File: src/rtl/load_store_unit_if.sv
// CPU-side request/response bundle and word-wide memory port of the load/store unit.
// Both are plain wires; handshaking is start/busy/done on the CPU side and fixed 1-cycle read latency on the memory side.
interface lsu_cpu_if;
    logic        start;
    logic [2:0]  op;
    logic [31:0] addr;
    logic [31:0] wdata;
    logic        busy;
    logic        done;
    logic        err;
    logic [31:0] rdata;

    modport master (output start, op, addr, wdata, input busy, done, err, rdata);
    modport slave  (input start, op, addr, wdata, output busy, done, err, rdata);
endinterface

interface lsu_mem_if;
    logic        memWE;
    logic [31:0] memAddr;
    logic [31:0] memDataOut;
    logic [31:0] memDataIn;

    modport master (output memWE, memAddr, memDataOut, input memDataIn);
    modport slave  (input memWE, memAddr, memDataOut, output memDataIn);
endinterface

File: src/rtl/load_store_unit.sv
// Data-memory initiator: one load/store per request, sub-word stores by read-modify-write, big-endian lanes.
// Latency accept->done: loads 3, SW 2, SH/SB 4, error 1; start is ignored while busy, so the CPU must wait for done.
module load_store_unit #(
    parameter logic [31:0] ADDR_LO = 32'h3000,
    parameter logic [31:0] ADDR_HI = 32'h3FFF
) (
    input  logic      clk,
    input  logic      reset,
    lsu_cpu_if.slave  cpu,
    lsu_mem_if.master mem
);
    localparam logic [2:0] OP_LW  = 3'd0;
    localparam logic [2:0] OP_LH  = 3'd1;
    localparam logic [2:0] OP_LHU = 3'd2;
    localparam logic [2:0] OP_LB  = 3'd3;
    localparam logic [2:0] OP_LBU = 3'd4;
    localparam logic [2:0] OP_SW  = 3'd5;
    localparam logic [2:0] OP_SH  = 3'd6;
    localparam logic [2:0] OP_SB  = 3'd7;

    typedef enum logic [2:0] {
        S_IDLE,
        S_RD,
        S_EXT,
        S_WR,
        S_RESP
    } state_t;

    state_t      state;
    state_t      state_nxt;

    logic [2:0]  op_q;
    logic [31:0] addr_q;
    logic [31:0] wdata_q;
    logic [31:0] merged_q;
    logic [31:0] rdata_q;
    logic        err_q;

    logic        misaligned;
    logic        out_of_range;
    logic        req_bad;
    logic        accept;
    logic        subword_store;
    logic [31:0] word_addr;
    logic [7:0]  byte_lane;
    logic [15:0] half_lane;
    logic [31:0] load_val;
    logic [31:0] merged_nxt;

    // Request checks act on the live inputs so an illegal access never leaves IDLE for RD/WR.
    always_comb begin
        misaligned = 1'b0;
        case (cpu.op)
            OP_LW, OP_SW:          misaligned = |cpu.addr[1:0];
            OP_LH, OP_LHU, OP_SH:  misaligned = cpu.addr[0];
            default:               misaligned = 1'b0;
        endcase
    end

    assign out_of_range  = (cpu.addr < ADDR_LO) || (cpu.addr > ADDR_HI);
    assign req_bad       = misaligned | out_of_range;
    assign accept        = (state == S_IDLE) && cpu.start;
    assign subword_store = (op_q == OP_SH) || (op_q == OP_SB);
    assign word_addr     = {addr_q[31:2], 2'b00};

    always_ff @(posedge clk) begin
        if (reset) begin
            state <= S_IDLE;
        end else begin
            state <= state_nxt;
        end
    end

    always_comb begin
        state_nxt      = state;
        cpu.busy       = 1'b1;
        cpu.done       = 1'b0;
        mem.memWE      = 1'b0;
        mem.memAddr    = 32'h0;
        mem.memDataOut = 32'h0;
        case (state)
            S_IDLE: begin
                cpu.busy = 1'b0;
                if (cpu.start) begin
                    if (req_bad) begin
                        state_nxt = S_RESP;
                    end else if (cpu.op == OP_SW) begin
                        state_nxt = S_WR;
                    end else begin
                        state_nxt = S_RD;
                    end
                end
            end
            S_RD: begin
                mem.memAddr = word_addr;
                state_nxt   = S_EXT;
            end
            S_EXT: begin
                state_nxt = subword_store ? S_WR : S_RESP;
            end
            S_WR: begin
                // Gating with reset keeps the reset edge from committing a half-finished store.
                mem.memWE      = ~reset;
                mem.memAddr    = word_addr;
                mem.memDataOut = (op_q == OP_SW) ? wdata_q : merged_q;
                state_nxt      = S_RESP;
            end
            S_RESP: begin
                cpu.done  = 1'b1;
                state_nxt = S_IDLE;
            end
            default: begin
                state_nxt = S_IDLE;
            end
        endcase
    end

    // Big-endian lanes: byte offset 0 is the most significant byte of the word.
    always_comb begin
        byte_lane = 8'h0;
        case (addr_q[1:0])
            2'd0:    byte_lane = mem.memDataIn[31:24];
            2'd1:    byte_lane = mem.memDataIn[23:16];
            2'd2:    byte_lane = mem.memDataIn[15:8];
            default: byte_lane = mem.memDataIn[7:0];
        endcase
        half_lane = addr_q[1] ? mem.memDataIn[15:0] : mem.memDataIn[31:16];
    end

    always_comb begin
        load_val = mem.memDataIn;
        case (op_q)
            OP_LH:   load_val = {{16{half_lane[15]}}, half_lane};
            OP_LHU:  load_val = {16'h0, half_lane};
            OP_LB:   load_val = {{24{byte_lane[7]}}, byte_lane};
            OP_LBU:  load_val = {24'h0, byte_lane};
            default: load_val = mem.memDataIn;
        endcase
    end

    always_comb begin
        merged_nxt = mem.memDataIn;
        if (op_q == OP_SH) begin
            if (addr_q[1]) begin
                merged_nxt = {mem.memDataIn[31:16], wdata_q[15:0]};
            end else begin
                merged_nxt = {wdata_q[15:0], mem.memDataIn[15:0]};
            end
        end else begin
            case (addr_q[1:0])
                2'd0:    merged_nxt = {wdata_q[7:0], mem.memDataIn[23:0]};
                2'd1:    merged_nxt = {mem.memDataIn[31:24], wdata_q[7:0], mem.memDataIn[15:0]};
                2'd2:    merged_nxt = {mem.memDataIn[31:16], wdata_q[7:0], mem.memDataIn[7:0]};
                default: merged_nxt = {mem.memDataIn[31:8], wdata_q[7:0]};
            endcase
        end
    end

    always_ff @(posedge clk) begin
        if (reset) begin
            op_q     <= OP_LW;
            addr_q   <= 32'h0;
            wdata_q  <= 32'h0;
            merged_q <= 32'h0;
            rdata_q  <= 32'h0;
            err_q    <= 1'b0;
        end else begin
            if (accept) begin
                op_q    <= cpu.op;
                addr_q  <= cpu.addr;
                wdata_q <= cpu.wdata;
                err_q   <= req_bad;
                if (req_bad) begin
                    rdata_q <= 32'h0;
                end
            end
            if (state == S_EXT) begin
                if (subword_store) begin
                    merged_q <= merged_nxt;
                end else begin
                    rdata_q <= load_val;
                end
            end
        end
    end

    assign cpu.err   = err_q;
    assign cpu.rdata = rdata_q;

endmodule

File: src/flat_wrapper.sv
// flat-port wrapper written by rule: the top's interface ports become plain ports
module load_store_unit_flat 
#(
    parameter logic [31:0] ADDR_LO = 32'h3000,
    parameter logic [31:0] ADDR_HI = 32'h3FFF
)
  (clk, reset, cpu_start, cpu_op, cpu_addr, cpu_wdata, cpu_busy, cpu_done, cpu_err, cpu_rdata, mem_memWE, mem_memAddr, mem_memDataOut, mem_memDataIn);
  lsu_cpu_if cpu_i ();
  lsu_mem_if mem_i ();
  input  logic clk;
  input  logic reset;
  input wire logic [$bits(cpu_i.start)-1:0] cpu_start;
  input wire logic [$bits(cpu_i.op)-1:0] cpu_op;
  input wire logic [$bits(cpu_i.addr)-1:0] cpu_addr;
  input wire logic [$bits(cpu_i.wdata)-1:0] cpu_wdata;
  output wire logic [$bits(cpu_i.busy)-1:0] cpu_busy;
  output wire logic [$bits(cpu_i.done)-1:0] cpu_done;
  output wire logic [$bits(cpu_i.err)-1:0] cpu_err;
  output wire logic [$bits(cpu_i.rdata)-1:0] cpu_rdata;
  output wire logic [$bits(mem_i.memWE)-1:0] mem_memWE;
  output wire logic [$bits(mem_i.memAddr)-1:0] mem_memAddr;
  output wire logic [$bits(mem_i.memDataOut)-1:0] mem_memDataOut;
  input wire logic [$bits(mem_i.memDataIn)-1:0] mem_memDataIn;
  assign cpu_i.start = cpu_start;
  assign cpu_i.op = cpu_op;
  assign cpu_i.addr = cpu_addr;
  assign cpu_i.wdata = cpu_wdata;
  assign cpu_busy = cpu_i.busy;
  assign cpu_done = cpu_i.done;
  assign cpu_err = cpu_i.err;
  assign cpu_rdata = cpu_i.rdata;
  assign mem_memWE = mem_i.memWE;
  assign mem_memAddr = mem_i.memAddr;
  assign mem_memDataOut = mem_i.memDataOut;
  assign mem_i.memDataIn = mem_memDataIn;
  load_store_unit #(.ADDR_LO(ADDR_LO), .ADDR_HI(ADDR_HI)) u_core (.clk(clk), .reset(reset), .cpu(cpu_i), .mem(mem_i));
endmodule
File: config.mk
export PLATFORM = sky130hd
export DESIGN_NAME = load_store_unit_flat
export DESIGN_NICKNAME = d
export VERILOG_FILES = /design/src/rtl/load_store_unit_if.sv /design/src/rtl/load_store_unit.sv /design/src/flat_wrapper.sv
export SDC_FILE = /design/constraint.sdc
export NUM_CORES = 1
export LEC_CHECK = 0
export CAP_MARGIN = 20
export CORE_UTILIZATION = 49
export CTS_BUF_LIST = sky130_fd_sc_hd__clkbuf_2
export DETAILED_ROUTE_END_ITERATION = 16
export GPL_TIMING_DRIVEN = 0
export PLACE_DENSITY = 0.93
export SKIP_CTS_REPAIR_TIMING = 1
export SYNTH_ARGS = -nofsm -noshare
export SYNTH_HDL_FRONTEND = slang
export SYNTH_SLANG_ARGS = --single-unit
File: constraint.sdc
create_clock -name clk -period 2.1 [get_ports clk]
set_input_delay 0.525 -clock clk [delete_from_list [all_inputs] [get_ports clk]]
set_output_delay 0.525 -clock clk [all_outputs]
set_load 0.02 [all_outputs]
* Word level (Yosys, flattened, before mapping) *
Cells that the tools add are included.

storage, ports and cells
  register bits = 135

operators by class
  order comparisons = 2
  eq/ne operators = 18
  muxes and demuxes = 22
  bitwise gates (word level) = 2
  reduce and logical (&&, ||, !) cells = 11

operator list
  kind                    number
  $mux W32                9
  $pmux W32 S4            1
  $pmux W32 S3            1
  $gt A32 B14 Y1 const B  1
  $lt A32 B14 Y1 const B  1
  $pmux W8 S3             1
  $eq A3 B3 Y1 const B    7
  $mux W16                1
  $eq A3 B2 Y1 const B    5
  $pmux W3 S4             1
  $eq A3 B1 Y1 const B    3
  $mux W3                 3
  $logic_not A3 Y1        2
  $reduce_or A2 Y1        3
  $mux W1                 3
  $reduce_or A3 Y1        1
  $eq A2 B1 Y1 const B    1
  $eq A2 B2 Y1 const B    1
  $logic_not A2 Y1        1
  $logic_or A1 B1 Y1      2
  $mux W2                 1
  $ne A2 B2 Y1 const B    1
  $pmux W1 S2             1
  $reduce_and A2 Y1       1
  3 further kinds         3

* Longest topological paths before layout *
Gate-level depths: netlist of the first run.

  word-level depth = 8
  mapped depth = 7
  gate-level depth less buffers = 5

* Worst setup path after synthesis of the first run *
OpenSTA, ideal clock, no wires.

  kind = reg-to-output
  start = register u_core.op_q[2]
  end = output mem_memDataOut[10]
  data arrival time = 1516 ps
  required time = 1575 ps
  setup slack = 59 ps
  stages on the path, launching flop included = 7
  buffers on the path = 3
  cell sequence = dfxtp_1 -> buf_2 -> clkbuf_1 -> nand3b_1 -> clkbuf_1 -> nand2_1 -> a21oi_1

on the way
  longest elaborated chain between the ends = 3

RTL lines
  what                      RTL line                RTL
  start: declaration        load_store_unit.sv:32   logic [2:0] op_q;
  start signal: assignment  load_store_unit.sv:169  op_q <= cpu.op;
  $eq A3 B3 Y1              load_store_unit.sv:105  mem.memDataOut = (op_q == OP_SW) ? wdata_q : merged_q;
  $mux W32                  load_store_unit.sv:105
  $mux W32                  load_store_unit.sv:81   case (state)
  end: declaration          flat_wrapper.sv:22      output wire logic [$bits(mem_i.memDataOut)-1:0] mem_memDataOut;

No other way between the ends.

* Final worst setup path of the first run *
  start = register u_core.op_q[2]
  end = output mem_memDataOut[11]

Same word-level chain as after synthesis.

==> results.yml, run 1 <==
setup_path:
  timing.critical_path.mode_cell: "buf_6"
  arrival_ns: 2.27
  start_kind: "flip-flop"
  crit_chain: "buf_6, buf_8, nand3b_1, buf_6, buf_6, nand2_1, a21oi_2, buf_4"
  slowest_delay_ns: 0.37
  crit_slowest_cell: "dfxtp_2"
  crit_path_end_kind: "primary output"
  crit_type: "flip-flop to primary output"
  worstPathMaxFanout: 5
  cp.required_ns: 1.57
  path_delay_family: "buffers and inverters"
  cp.buffers_inverters: 5
sta:
  clock.fmax_ghz: 0.3572
  fin_skew_ns: 0.03610
  tightest_slew_ns: 0.6872
  min_period_ns: 2.800
  finalSetupViolations: 66
  fin_crit_sh: 1.333
  maxSlewViolCount: 0
  rsz0062_at_grt: "yes"
  slew_headroom: 0.5419
  final.setup.worst_slack_ns: -0.6999
  hold_viol: 0
global_routing:
  grt-ovfl-total: 0
  grt_usage: 0.3138
  grt_max_degree: 17
  grt_pass1_wl_um: 34470
  grt_pass1_vias: 6894
  antenna_found_initial: 0
final_layout:
  area_growth_pct: 48.46
  nets: 1219
  seq_area_sq_mm: 0.002718
  layout-drive-gt1-share: 0.2522
  antenna_cells: 0
  final_area_sq_mm: 0.009916
  multi_input_area_sq_mm: 0.003959
  nFillCells: 933
drt:
  drtIter0Drc: 796
  drt_pass1_iterations: 5
  route.final.wire_length_um: 24400
  routedWlPerCell_um: 18.68
  antenna_left: 0
  via_per_inst: 5.823
  vias: 7605
  drc_errors: 0
synthesis:
  synth_flop_cell: "dfxtp_1"
  synth.avg_cell_area_sq_um: 7.633
  yosysTopAreaCell: "dfxtp_1"
  async_reset_ff_frac: 0
  yosysSeqAreaShare: 0.4046
  netlist-cell-type-count: 50
  synth.area.top_cells: "dfxtp_1, nand2_1, a21oi_1"
  yosysTopAreaCellShare: 0.4046
  synth-edff-count: 0
  syn_inst: 875
  ys_warn_count: 0
  syn_area_sq_mm: 0.006679
  synth_seq_cells: 135
clock_network:
  path_clk_slew_ns: 0.23
  cts_buffer_depth: 2
  numClockSinks: 135
  cts_root_buffer: "clkbuf_2"
  cts_buffers: 17
  tritoncts: "built"
  h-tree-depth: 4
  clk_latency_ns: 0.79
floorplanning:
  die_area_sq_mm: 0.01410
  die_h_um: 118.8
  start_util: 0.5043
  num_rows: 42
  core_area_sq_mm: 0.01324
  die_x_um: 118.8
  pin_count: 202
place:
  dpl_worst_slack_ns: -0.8656
  portBuffers: 198
  dp_hpwl_um: 16810
  place.gp.congestion: 0.9915
  placed_area_sq_mm: 0.008885
run:
  max_cap_violations: 0
outcome:
  violations: "setup timing"
  status: "finished, violations left"
power_and_ir_drop:
  leakagePower_nw: 4.416
  power_frac_comb: 0.176
  sw_frac_of_total: 0.3006
  clkPwrFrac: 0.312
  p_per_area_mw_per_mm2: 536.0
  internal_power_w: 0.003717
  p_switching_w: 0.001598
  max-vdd-ir-drop_v: 0.0004081
  seqPwrFrac: 0.512
worst_hold_path:
  hold_class: "input port to flip-flop"
-- through the flow --
step / total power (W) / hold slack (ns) / instances / utilization / TNS, ns
3_5_place_dp: 0.003615 / 0.4418 / 1250 / 0.6709 / -56.12
6_report: 0.005315 / 0.2407 / 1306 / 0.7488 / -31.73
4_1_cts: 0.005192 / 0.2420 / 1282 / 0.6886 / -93.02
3_3_place_gp: 0.003590 / 0.4368 / 1250 / 0.6709 / -51.88
2_1_floorplan: 0.003222 / 0.4317 / 876 / - / 0
5_1_grt: 0.005500 / 0.2205 / 1306 / 0.7488 / -37.93
-- layout by cell type, fill, tap and decap left out, types with 7 or more instances in the layout --
| cell type | instances |
|---|---|
| nand2_1 | 205 |
| dfxtp_1 | 129 |
| clkdlybuf4s50_1 | 100 |
| a21oi_1 | 81 |
| buf_6 | 68 |
| nor2_1 | 65 |
| buf_4 | 39 |
| mux2i_1 | 37 |
| dlymetal6s2s_1 | 34 |
| clkbuf_1 | 33 |
| a211oi_1 | 32 |
| a21oi_2 | 30 |
| and2_4 | 30 |
| o21ai_0 | 28 |
| nor2b_1 | 26 |
| nand2_2 | 22 |
| clkbuf_2 | 22 |
| nor3_1 | 18 |
| o221a_2 | 16 |
| buf_2 | 10 |
| a221oi_1 | 8 |
| nand3_1 | 8 |
| o2bb2ai_2 | 7 |
-- routing by layer --
layer	GRT usage	vias to the layer above	wire length, um
met2	0.5183	483	11520
met3	0.1081	127	2486
li1	-	3482	-
met4	0.1535	0	1347
met5	0	-	0
met1	0.3605	3513	9050
-- worst min-delay path: stages --
cell and delay (ns):
clkdlybuf4s50_1 0.39, nand2_1 0.06, a21oi_1 0.05
-- power by group through the flow --
stage | combinational (W) | clock [W] | sequential, W
final | 0.000933 | 0.00166 | 0.00272
after global routing | 0.00101 | 0.00176 | 0.00273
after CTS | 0.000859 | 0.00162 | 0.00271
after detailed placement | 0.000854 | 0 | 0.00276
after global placement | 0.000834 | 0 | 0.00276
after floorplan | 0.000478 | 0 | 0.00274
-- path summary, 6_finish.rpt --
check                         from                   to  slack, ns  depth (start not counted)
hold / removal       cpu_wdata[27]   u_core.wdata_q[27]       0.24                          3
hold reg to reg   u_core.addr_q[3]     u_core.addr_q[3]       0.47                          2
setup / recovery    u_core.op_q[2]   mem_memDataOut[11]      -0.70                          8
setup reg to reg   u_core.state[2]  u_core.merged_q[23]      -0.03                          6
-- Yosys cell counts (2+ instances only) --
master,count
a211oi_1,32
a21oi_1,111
a21oi_2,2
a221oi_1,8
and2_1,30
and3_1,2
buf_1,3
buf_2,14
buf_4,3
buf_6,2
clkbuf_1,50
dfxtp_1,135
inv_1,5
mux2_2,4
mux2i_1,39
nand2_1,229
nand2b_1,2
nand3_1,8
nand3b_1,3
nand4_1,2
nor2_1,66
nor2b_1,27
nor3_1,19
nor3b_1,2
nor4_1,3
o21ai_0,28
o21bai_1,2
o221a_2,16
o2bb2ai_2,7
-- flip-flops by register name, indices dropped and copies added, names as in the netlist --
name	flops
u_core.cpu.rdata	32
u_core.merged_q	32
u_core.state	3
u_core.cpu.err	1
u_core.addr_q	32
u_core.wdata_q	32
u_core.op_q	3
-- cell families after synthesis --
group / share of synthesized area
other: 0.0005615
muxes: 0.06519
and+or+nand+nor: 0.2677
adders and majority gates: 0.001499
buffers and inverters: 0.05039
xor gates and xnor gates: 0.002623
DFF: 0.4046
AOI/OAI and AO/OA: 0.2074
-- area by class of cell --
type / instances / area share
Multi-Input combinational cell: 663 / 0.3992
Sequential cell: 135 / 0.2741
Timing Repair Buffer: 224 / 0.2342
Buffer: 70 / 0.04442
Tap cell: 176 / 0.02221
Clock inverter: 12 / 0.01350
Clock buffer: 20 / 0.01009
Inverter: 6 / 0.002271
Power figures use the tool's default switching activity.
==> inputs of run 2 (changes only) <==
CELL_PAD_IN_SITES_DETAIL_PLACEMENT = 1   (was default)
CELL_PAD_IN_SITES_GLOBAL_PLACEMENT = 2   (was default)
CORE_UTILIZATION = 27   (was 49)
==> run 2 against run 1 <==
Against the previous run: the flow still finishes with violations (setup timing); power up 7.7%; hold slack better by 0.029 ns; sequential power hardly changed; via count down 4.2%; largest cell class unchanged; cell area increased by 4.7%; count of clock-buffer cells in the layout is 2 lower; first-iteration DRC count is 46% lower; highest routed layer unchanged.
==> results.yml, run 2 (synthesis results as in run 1) <==
power_and_ir_drop:
  leakagePower_nw: 4.517
  max-vdd-ir-drop_v: 0.0003078
  seqPwrFrac: 0.476
  p_switching_w: 0.001743
  clkPwrFrac: 0.356
  sw_frac_of_total: 0.3043
  p_per_area_mw_per_mm2: 551.5
  internal_power_w: 0.003984
  power_frac_comb: 0.167
drt:
  via_per_inst: 4.984
  route.final.wire_length_um: 27790
  drtIter0Drc: 431
  drc_errors: 0
  antenna_left: 0
  routedWlPerCell_um: 19.02
  vias: 7282
  drt_pass1_iterations: 5
outcome:
  violations: "setup timing"
  status: "finished, violations left"
sta:
  holdWs_ns: 0.2701
  tightest_slew_ns: 0.6331
  maxSlewViolCount: 0
  rsz0062_at_grt: "yes"
  slew_headroom: 0.5658
  fin_skew_ns: 0.03067
  fin_crit_sh: 1.317
  finalSetupViolations: 69
  hold_viol: 0
  clock.fmax_ghz: 0.3616
  final.setup.worst_slack_ns: -0.6653
  min_period_ns: 2.765
floorplanning:
  die_area_sq_mm: 0.02537
  die_x_um: 159.3
  pin_count: 202
  start_util: 0.2746
  die_h_um: 159.3
  num_rows: 57
  core_area_sq_mm: 0.02432
clock_network:
  clk_latency_ns: 0.77
  h-tree-depth: 4
  path_clk_slew_ns: 0.24
  cts_buffers: 17
  cts_root_buffer: "clkbuf_2"
  numClockSinks: 135
  cts_buffer_depth: 2
  tritoncts: "built"
setup_path:
  reg2regPathDepth: 7
  crit_slowest_cell: "dfxtp_2"
  worstPathMaxFanout: 8
  cp.buffers_inverters: 3
  arrival_ns: 2.24
  path_delay_family: "buffers and inverters"
  cp.required_ns: 1.57
  crit_path_end_kind: "primary output"
  crit_chain: "buf_6, and3b_4, buf_6, nand2_2, a21oi_4, buf_6"
  timing.critical_path.mode_cell: "buf_6"
  r2r_slack_ns: -0.03
  timing.rr.end: "u_core.cpu.rdata[23]"
  slowest_delay_ns: 0.41
  crit_type: "flip-flop to primary output"
  start_kind: "flip-flop"
  r2r-start: "u_core.addr_q[1]"
global_routing:
  grt_pass1_wl_um: 39990
  grt_pass1_vias: 7182
  grt_usage: 0.2041
  grt-ovfl-total: 0
  antenna_found_initial: 2
  grt_max_degree: 17
worst_hold_path:
  hold_end: "u_core.addr_q[3]"
  hold_path_startpoint: "cpu_addr[3]"
  hold_class: "input port to flip-flop"
  hold_depth: 3
place:
  place.gp.congestion: 0.8753
  portBuffers: 198
  placed_area_sq_mm: 0.009070
  dp_hpwl_um: 20360
final_layout:
  area_growth_pct: 55.49
  layout-drive-gt1-share: 0.2661
  final_area_sq_mm: 0.01039
  nets: 1224
  final_cell_mix: "nand2_1, dfxtp_1, clkdlybuf4s50_1, a21oi_1"
  final_common_cell: "nand2_1"
run:
  max_cap_violations: 0
## run 2: cell count changes in the layout (fill, tap and decap cells not counted), sizes merged
| cell | before | now |
|---|---|---|
| clkinv | 8 | 2 |
| inv | 6 | 10 |
| buf | 123 | 126 |
| bufinv | 3 | 5 |
| clkinvlp | 1 | 3 |
| diode | 0 | 2 |
| clkbuf | 57 | 58 |
| dlymetal6s2s | 34 | 33 |
## run 2: through the flow
stage | TNS [ns] | worst slack, ns | std cells | power, W | util
5_1_grt | -38.57 | -0.7226 | 1461 | 0.005958 | 0.4270
6_report | -33.19 | -0.6653 | 1461 | 0.005727 | 0.4270
3_3_place_gp | -73.13 | -1.026 | 1398 | 0.003643 | 0.3729
3_5_place_dp | -75.19 | -1.039 | 1398 | 0.003663 | 0.3729
2_1_floorplan | 0 | 0.05871 | 876 | 0.003222 | -
4_1_cts | -105.41 | -1.857 | 1430 | 0.005689 | 0.3857
## run 2: worst max-delay path by stage
| stage | start | end | slack, ns | depth (start not counted) |
|---|---|---|---|---|
| 2_1_floorplan | u_core.op_q[2] | mem_memDataOut[10] | 0.06 | 6 |
| 3_3_place_gp | reset | mem_memWE | -1.03 | 5 |
| 3_5_place_dp | reset | mem_memWE | -1.04 | 5 |
| 4_1_cts | u_core.op_q[2] | mem_memDataOut[1] | -1.86 | 7 |
| 5_1_grt | u_core.op_q[0] | mem_memDataOut[7] | -0.72 | 6 |
| 6_report | u_core.op_q[0] | mem_memDataOut[7] | -0.67 | 6 |
## run 2: area by class of cell
type	count	area, sq um
diodes	2	5.005
plain buffers	69	445.4
clock buffers	18	90.09
clock inverters	14	220.2
fillers	2886	13930
inverters	6	22.52
multi-input cells	663	4046
flip-flops and latches	135	2720
well taps	324	405.4
repair buffers	230	2430
## run 2: power by group through the flow
stage | clock network (W) | logic [W] | registers, W
6_report | 0.00204 | 0.000958 | 0.00273
5_1_grt | 0.00218 | 0.00104 | 0.00274
4_1_cts | 0.00207 | 0.000900 | 0.00272
2_1_floorplan | 0 | 0.000478 | 0.00274
3_3_place_gp | 0 | 0.000880 | 0.00276
3_5_place_dp | 0 | 0.000895 | 0.00277
## run 2: layer usage
metal | vias up | part of all wire | GRT usage | wire [um]
li1 | 3497 | - | - | -
met1 | 3541 | 0.45 | 0.2647 | 12520
met2 | 212 | 0.48 | 0.3341 | 13300
met3 | 32 | 0.055 | 0.05001 | 1515
met4 | 0 | 0.016 | 0.06075 | 452
met5 | - | 0 | 0 | 0
## run 2: worst register-to-register path: stages, from the launching register on
cell,delay [ns]
dfxtp_1,0.41
buf_2,0.18
mux2_2,0.36
mux2_2,0.28
nand2_1,0.08
nand2_1,0.19
buf_2,0.28
o221a_2,0.27
